--- config.mk ---
export PLATFORM = sky130hd
export DESIGN_NAME = reg_write_scheduler_flat
export DESIGN_NICKNAME = d
export VERILOG_FILES = /design/src/rtl/reg_write_scheduler_if.sv /design/src/rtl/reg_write_scheduler.sv /design/src/flat_wrapper.sv
export SDC_FILE = /design/constraint.sdc
export NUM_CORES = 1
export LEC_CHECK = 0
export CAP_MARGIN = 20
export CORE_MARGIN = 4
export CORE_UTILIZATION = 28
export CTS_CLUSTER_DIAMETER = 60
export CTS_CLUSTER_SIZE = 8
export DETAILED_ROUTE_END_ITERATION = 16
export PLACE_DENSITY = 0.46
export SLEW_MARGIN = 15
export SYNTH_ARGS = -nofsm -noshare
export SYNTH_HDL_FRONTEND = slang
export SYNTH_SLANG_ARGS = --single-unit
export TNS_END_PERCENT = 100
--- constraint.sdc ---
create_clock -name CLK -period 4 [get_ports CLK]
set_input_delay 1 -clock CLK [delete_from_list [all_inputs] [get_ports CLK]]
set_output_delay 1 -clock CLK [all_outputs]
set_load 0.005 [all_outputs]
--- src/rtl/reg_write_scheduler_if.sv ---
// Bus bundle for reg_write_scheduler.
//   A_*          pipeline writeback request (no back-pressure)
//   B_*          mul/div result request with B_READY handshake
//   MD_ISSUE/RD  mul/div issue and its destination; ISSUE_READY grants it
//   RS1_Q/RS2_Q/RD_Q, HAZARD  decode-stage scoreboard query and stall
//   PIPE_HOLD    request for the pipeline to bubble writeback
//   WR_*         register-file write port
//   ERR          sticky protocol-violation flag
// slave is the scheduler's view; master is the surrounding core's view.
interface reg_write_scheduler_if #(
  parameter int DATA_W = 32
);
  logic              A_VALID;
  logic [4:0]        A_ADDR;
  logic [DATA_W-1:0] A_DATA;
  logic              B_VALID;
  logic [4:0]        B_ADDR;
  logic [DATA_W-1:0] B_DATA;
  logic              B_READY;
  logic              MD_ISSUE;
  logic [4:0]        MD_RD;
  logic              ISSUE_READY;
  logic [4:0]        RS1_Q;
  logic [4:0]        RS2_Q;
  logic [4:0]        RD_Q;
  logic              HAZARD;
  logic              PIPE_HOLD;
  logic              WR_EN;
  logic [4:0]        WR_ADDR;
  logic [DATA_W-1:0] WR_DATA;
  logic              ERR;

  modport slave (
    input  A_VALID, A_ADDR, A_DATA, B_VALID, B_ADDR, B_DATA,
    input  MD_ISSUE, MD_RD, RS1_Q, RS2_Q, RD_Q,
    output B_READY, ISSUE_READY, HAZARD, PIPE_HOLD,
    output WR_EN, WR_ADDR, WR_DATA, ERR
  );

  modport master (
    output A_VALID, A_ADDR, A_DATA, B_VALID, B_ADDR, B_DATA,
    output MD_ISSUE, MD_RD, RS1_Q, RS2_Q, RD_Q,
    input  B_READY, ISSUE_READY, HAZARD, PIPE_HOLD,
    input  WR_EN, WR_ADDR, WR_DATA, ERR
  );
endinterface

--- src/rtl/reg_write_scheduler.sv ---
// reg_write_scheduler: arbitrates the single register-file write port between
// the pipeline writeback (A, always wins) and buffered mul/div results (B,
// 2-entry FIFO). Tracks outstanding mul/div destinations in a pending
// scoreboard for decode hazards, raises PIPE_HOLD when the FIFO head starves,
// and flags protocol violations on a sticky ERR.
// Ports:
//   CLK     clock, rising edge
//   RESETN  asynchronous active-low reset
//   bus     reg_write_scheduler_if.slave (A/B requests, issue, query, write port)
module reg_write_scheduler #(
  parameter int DATA_W = 32
) (
  input logic             CLK,
  input logic             RESETN,
  reg_write_scheduler_if.slave bus
);

  logic [4:0]        fifo_addr [2];
  logic [DATA_W-1:0] fifo_data [2];
  logic              rd_ptr;
  logic              wr_ptr;
  logic [1:0]        count;
  logic [1:0]        count_nxt;
  logic [31:0]       pending;
  logic [31:0]       pending_nxt;
  logic [3:0]        age;
  logic [3:0]        age_nxt;
  logic              pipe_hold_q;
  logic              err_q;
  logic              err_nxt;
  logic              vld_p1;
  logic [4:0]        wr_addr_p1;
  logic [DATA_W-1:0] wr_data_p1;

  logic              fifo_full;
  logic              fifo_empty;
  logic              push;
  logic              pop;
  logic [4:0]        head_addr;
  logic [DATA_W-1:0] head_data;
  logic              issue_ok;
  logic              md_set;

  function automatic logic is_pending(input logic [4:0] q, input logic [31:0] p);
    return (q != 5'd0) && p[q];
  endfunction

  assign fifo_full  = (count == 2'd2);
  assign fifo_empty = (count == 2'd0);
  assign push       = bus.B_VALID && !fifo_full;
  // A always has priority; the FIFO head only drains on cycles A is idle.
  assign pop        = !bus.A_VALID && !fifo_empty;
  assign head_addr  = fifo_addr[rd_ptr];
  assign head_data  = fifo_data[rd_ptr];
  assign issue_ok   = (bus.MD_RD == 5'd0) || !pending[bus.MD_RD];
  assign md_set     = bus.MD_ISSUE && issue_ok && (bus.MD_RD != 5'd0);

  assign bus.B_READY     = !fifo_full;
  assign bus.ISSUE_READY = issue_ok;
  assign bus.HAZARD      = is_pending(bus.RS1_Q, pending) ||
                           is_pending(bus.RS2_Q, pending) ||
                           is_pending(bus.RD_Q, pending);
  assign bus.PIPE_HOLD   = pipe_hold_q;
  assign bus.ERR         = err_q;
  assign bus.WR_EN       = vld_p1;
  assign bus.WR_ADDR     = wr_addr_p1;
  assign bus.WR_DATA     = wr_data_p1;

  always_comb begin
    count_nxt = count;
    case ({push, pop})
      2'b10:   count_nxt = count + 2'd1;
      2'b01:   count_nxt = count - 2'd1;
      default: count_nxt = count;
    endcase

    // Clear before set so a same-edge set on the same register wins.
    pending_nxt = pending;
    if (pop)    pending_nxt[head_addr] = 1'b0;
    if (md_set) pending_nxt[bus.MD_RD] = 1'b1;
    pending_nxt[0] = 1'b0;

    // Non-empty and not popped means the head waited this cycle.
    age_nxt = age;
    if (fifo_empty || pop)  age_nxt = 4'd0;
    else if (age != 4'hF)   age_nxt = age + 4'd1;

    err_nxt = err_q
            | (bus.MD_ISSUE && !issue_ok)
            | (bus.A_VALID && pipe_hold_q)
            | (push && (bus.B_ADDR != 5'd0) && !pending[bus.B_ADDR]);
  end

  // FIFO storage holds no control state, so it is left out of reset.
  always_ff @(posedge CLK) begin
    if (push) begin
      fifo_addr[wr_ptr] <= bus.B_ADDR;
      fifo_data[wr_ptr] <= bus.B_DATA;
    end
  end

  // Stage p0 -> p1: selected write registered onto the write port.
  always_ff @(posedge CLK or negedge RESETN) begin
    if (!RESETN) begin
      count       <= 2'd0;
      rd_ptr      <= 1'b0;
      wr_ptr      <= 1'b0;
      pending     <= '0;
      age         <= 4'd0;
      pipe_hold_q <= 1'b0;
      err_q       <= 1'b0;
      vld_p1      <= 1'b0;
      wr_addr_p1  <= 5'd0;
      wr_data_p1  <= '0;
    end else begin
      count       <= count_nxt;
      if (push) wr_ptr <= ~wr_ptr;
      if (pop)  rd_ptr <= ~rd_ptr;
      pending     <= pending_nxt;
      age         <= age_nxt;
      // Sampled from the current age, so it falls one edge after the pop.
      pipe_hold_q <= (age >= 4'd8);
      err_q       <= err_nxt;
      if (bus.A_VALID) begin
        vld_p1     <= (bus.A_ADDR != 5'd0);
        wr_addr_p1 <= bus.A_ADDR;
        wr_data_p1 <= bus.A_DATA;
      end else if (pop) begin
        vld_p1     <= (head_addr != 5'd0);
        wr_addr_p1 <= head_addr;
        wr_data_p1 <= head_data;
      end else begin
        vld_p1     <= 1'b0;
      end
    end
  end

endmodule

--- src/flat_wrapper.sv ---
// flat-port wrapper written by rule: the top's interface ports become plain ports
module reg_write_scheduler_flat 
#(
  parameter int DATA_W = 32
)
  (CLK, RESETN, bus_A_VALID, bus_A_ADDR, bus_A_DATA, bus_B_VALID, bus_B_ADDR, bus_B_DATA, bus_MD_ISSUE, bus_MD_RD, bus_RS1_Q, bus_RS2_Q, bus_RD_Q, bus_B_READY, bus_ISSUE_READY, bus_HAZARD, bus_PIPE_HOLD, bus_WR_EN, bus_WR_ADDR, bus_WR_DATA, bus_ERR);
  reg_write_scheduler_if #(.DATA_W(DATA_W)) bus_i ();
  input logic CLK;
  input logic RESETN;
  input wire logic [$bits(bus_i.A_VALID)-1:0] bus_A_VALID;
  input wire logic [$bits(bus_i.A_ADDR)-1:0] bus_A_ADDR;
  input wire logic [$bits(bus_i.A_DATA)-1:0] bus_A_DATA;
  input wire logic [$bits(bus_i.B_VALID)-1:0] bus_B_VALID;
  input wire logic [$bits(bus_i.B_ADDR)-1:0] bus_B_ADDR;
  input wire logic [$bits(bus_i.B_DATA)-1:0] bus_B_DATA;
  input wire logic [$bits(bus_i.MD_ISSUE)-1:0] bus_MD_ISSUE;
  input wire logic [$bits(bus_i.MD_RD)-1:0] bus_MD_RD;
  input wire logic [$bits(bus_i.RS1_Q)-1:0] bus_RS1_Q;
  input wire logic [$bits(bus_i.RS2_Q)-1:0] bus_RS2_Q;
  input wire logic [$bits(bus_i.RD_Q)-1:0] bus_RD_Q;
  output wire logic [$bits(bus_i.B_READY)-1:0] bus_B_READY;
  output wire logic [$bits(bus_i.ISSUE_READY)-1:0] bus_ISSUE_READY;
  output wire logic [$bits(bus_i.HAZARD)-1:0] bus_HAZARD;
  output wire logic [$bits(bus_i.PIPE_HOLD)-1:0] bus_PIPE_HOLD;
  output wire logic [$bits(bus_i.WR_EN)-1:0] bus_WR_EN;
  output wire logic [$bits(bus_i.WR_ADDR)-1:0] bus_WR_ADDR;
  output wire logic [$bits(bus_i.WR_DATA)-1:0] bus_WR_DATA;
  output wire logic [$bits(bus_i.ERR)-1:0] bus_ERR;
  assign bus_i.A_VALID = bus_A_VALID;
  assign bus_i.A_ADDR = bus_A_ADDR;
  assign bus_i.A_DATA = bus_A_DATA;
  assign bus_i.B_VALID = bus_B_VALID;
  assign bus_i.B_ADDR = bus_B_ADDR;
  assign bus_i.B_DATA = bus_B_DATA;
  assign bus_i.MD_ISSUE = bus_MD_ISSUE;
  assign bus_i.MD_RD = bus_MD_RD;
  assign bus_i.RS1_Q = bus_RS1_Q;
  assign bus_i.RS2_Q = bus_RS2_Q;
  assign bus_i.RD_Q = bus_RD_Q;
  assign bus_B_READY = bus_i.B_READY;
  assign bus_ISSUE_READY = bus_i.ISSUE_READY;
  assign bus_HAZARD = bus_i.HAZARD;
  assign bus_PIPE_HOLD = bus_i.PIPE_HOLD;
  assign bus_WR_EN = bus_i.WR_EN;
  assign bus_WR_ADDR = bus_i.WR_ADDR;
  assign bus_WR_DATA = bus_i.WR_DATA;
  assign bus_ERR = bus_i.ERR;
  reg_write_scheduler #(.DATA_W(DATA_W)) u_core (.CLK(CLK), .RESETN(RESETN), .bus(bus_i));
endmodule
==> key figures <==
Worst setup path
  – Crit. End Element: output pin
  – Crit path required time: ~3.0 ns
  – Arr. time, crit path: slightly below 3 ns
  – Startpoint Class: input pin
  – FF-to-FF path depth: 7
  – Worst-path fanout max: 6
  – Worst setup path category: input pin to output pin

Floorplanning
  – Initial Util: 28.6%
  – Chip Height: roughly 170 um
  – I/O pin total: ~140
  – # rows: 59
  – Die width: 172 um
  – Core ar.: 26200 um2
  – Die area: 29500 um2

Detailed routing
  – DRC: 0
  – WL final: approximately 22000 um
  – Routed vias: around 5700
  – Max Used Layer: met5
  – WL/cell: a little under 20 um
  – Routed length on met1: about 9400 um
  – DR WL met3: 1910 um
  – Met2 Routed Length: 10600 um
  – Initial DRT Pass Iterations: 5
  – DRT iter0 DRCs: between 300 and 400
  – ANT nets after route: 0
  – Avg Vias per Cell: between 5 and 6

Synth
  – Post-Syn Instances: around 630
  – Avg Cell Area, Syn: between 10 and 15 um2
  – Commonest cells in the netlist: 109 x o21ai_0, 79 x dfrtp_1, 74 x edfxtp_1
  – Number of flops mapped to enable cells by yosys: 74
  – Unique masters post-synth: 44
  – Count leader, synth: o21ai_0
  – Synth top area share: roughly 30%
  – Synth Register Bits: approximately 150
  – Syn Nets: between 700 and 800
  – Mapped cell area: 7500 um2
  – Largest cells by area after synthesis: edfxtp_1 30%, dfrtp_1 26%, mux4_2 9.9%
  – YS warnings: 0
  – Synth async-reset ratio: roughly half
  – Dominant cell type by area after synthesis: edfxtp_1
  – Main flop type after synthesis: dfrtp_1
  – Sequential area share after synthesis: 56.0%

Power
  – Internal power: 4.30 mW
  – Part of the power in combinational logic: between 30% and 40%
  – Tot Pwr: 6.57 mW
  – Clock network fraction of total power: between 20% and 30%
  – LEAKAGE: slightly below 4 nW
  – PD cells: between 600 and 700 nW/um2
  – Seq pwr share: between 40% and 50%
  – Sw Pwr: 2.27 mW
  – Sw Share: between 30 and 40%
  – Peak supply drop: a little over 0.0003 V

Timing
  – Setup Skew: between 0.006 and 0.007 ns
  – Max_slew headroom: between 50% and 60%
  – Pins Over Slew Limit: 0
  – Setup violations, final: 0
  – Fmax: 257 MHz
  – RSZ-0062 raised after global routing: false
  – Slew @ Worst Pin: between 0.7 and 0.8 ns
  – Final worst slack: roughly 0.11 ns
  – Final hold vios: 0
  – Period utilisation layout: around 100%
  – Min cycle time layout: a little under 4 ns

Global routing
  – Initial antenna violation count: 1
  – GRT Util Overall: about 16%
  – Largest net degree at the start of global routing: 80
  – Global-route wire length before repair: between 30000 and 40000 um
  – Vias in the first global route: ~6100
  – Global route overflow: 0

Status
  – Status: complete, no violations

Cells and area
  – Diode count: 0
  – Multi-input combinational cell area: roughly 3200 um2
  – Share of layout cells above drive strength 1: between 10 and 15%
  – FF/Latch Area: between 4000 and 5000 um2
  – Final Util: about 39%
  – Area delta synth->final: 35.0%
  – Fill cells: 2540
  – Nets@finish: between 800 and 900
  – Final Non-Filler Cells: 1134

Clock tree
  – Max H-tree Level: 4
  – Clock Pin Slew Worst Setup and Hold Paths: about 0.060 ns
  – Num CTS Buffers: 17
  – Sink Count: 153
  – Clock Tree Buf Depth: 2
  – Root buf cell: clkbuf_16
  – Cts hold-fix bufs: 0
  – CTS tree: built
  – Clock Latency Late Sink: around 0.42 ns

Placed design
  – Place WS: -0.466 ns
  – Dpl cells: 1099
  – GPL Wtd Cong: approximately 0.88
  – DP HPWL: around 16000 um
  – IO buf count: around 140

Worst hold path
  – WHS Path Cells: 0
  – Min-Delay Path Class: register to register

Job
  – MaxCap Viol Count: 0
metal layers:
layer  vias up  global-route usage [%]
met5         -                       0
met4         2                    4.20
met3        32                    6.00
met2       207                    25.3
met1      2813                    19.3
li1       2673                       -
layout make-up:
cell class | instances | share of cell area, %
sequential | 153 | 41.5
multi-input combinational | 434 | 31.3
timing repair buffer | 173 | 16.9
clock buffer | 18 | 4.24
tap | 335 | 4.14
clock inverter | 14 | 1.69
inverter | 7 | 0.259
what timing repair did:
action | in CTS | in global routing
endpoints found under the setup margin | 2 | 2
buffers inserted | 0 | 2
resized for setup | 12 | 12
gates cloned | 1 | 0
pin swaps | 2 | 3
critical path, cell delays in order:
cell and delay [ns]:
clkdlybuf4s50_1 0.48, buf_6 0.14, mux4_2 0.50, mux2_2 0.28, nand3b_1 0.08, and4_1 0.19
nand4_1 0.10, clkbuf_2 0.13
stage by stage:
step	hold WS, ns	area, um2	TNS (ns)
finish	0.467	10100	0
global route	0.470	10100	0
CTS	0.462	10100	-0.0126
detailed placement	0.447	9430	-0.723
global placement	0.436	9430	-0.661
floorplan	0.460	7500	0
power by group through the flow:
stage / clock network, mW / logic [mW] / registers, mW
6_report: 1.61 / 2.22 / 2.74
5_1_grt: 1.73 / 2.47 / 2.78
4_1_cts: 1.65 / 2.24 / 2.72
3_5_place_dp: 0 / 2.23 / 2.74
3_3_place_gp: 0 / 2.21 / 2.73
2_1_floorplan: 0 / 1.41 / 2.47
placed cells by master, fill, tap and decap left out, types with 7 or more instances in the layout:
cell type	count
clkdlybuf4s50_1	132
o21ai_0	109
dfrtp_1	78
edfxtp_1	74
nand2_1	62
mux2i_1	56
nor2_1	46
a21oi_1	39
mux4_2	33
buf_4	24
clkbuf_16	17
nand3_1	8
nand2b_1	8
inv_1	7
nand4_1	7
logic make-up (layout without fill, tap and decap cells):
| kind of cell | after synthesis | after routing | share of synthesized area [%] |
|---|---|---|---|
| AOI/OAI and AO/OA | 163 | 163 | 11.6 |
| xor gates and xnor gates | 6 | 6 | 0.700 |
| adders and majority gates | 3 | 3 | 0.500 |
| buffers and inverters | 44 | 212 | 2.40 |
| DFF | 153 | 153 | 56.0 |
| muxes | 95 | 95 | 18.3 |
| and+or+nand+nor | 167 | 167 | 10.6 |
path summary, 6_finish.rpt:
path	slack (ns)	startpoint	to
setup / recovery	0.11	bus_RS2_Q[0]	bus_HAZARD
hold / removal	0.47	u_core.age[3]	u_core.bus.PIPE_HOLD
max in group asynchronous	2.81	RESETN	u_core.rd_ptr
setup reg to reg	1.62	u_core.pending[19]	u_core.pending[10]
min in group asynchronous	0.62	RESETN	u_core.bus.WR_DATA[13]
hold reg to reg	0.47	u_core.age[3]	u_core.bus.PIPE_HOLD
state kept, by name, summed over array words and instances, names as in the netlist:
name / flops
u_core.rd_ptr: 1
u_core.bus.ERR: 1
u_core.fifo_addr: 10
u_core.fifo_data: 64
u_core.bus.PIPE_HOLD: 1
u_core.pending: 31
u_core.bus.WR_ADDR: 5
u_core.wr_ptr: 1
u_core.age: 4
u_core.count: 2
u_core.bus.WR_EN: 1
u_core.bus.WR_DATA: 32
Note: power is estimated with default switching activity, not from simulation.
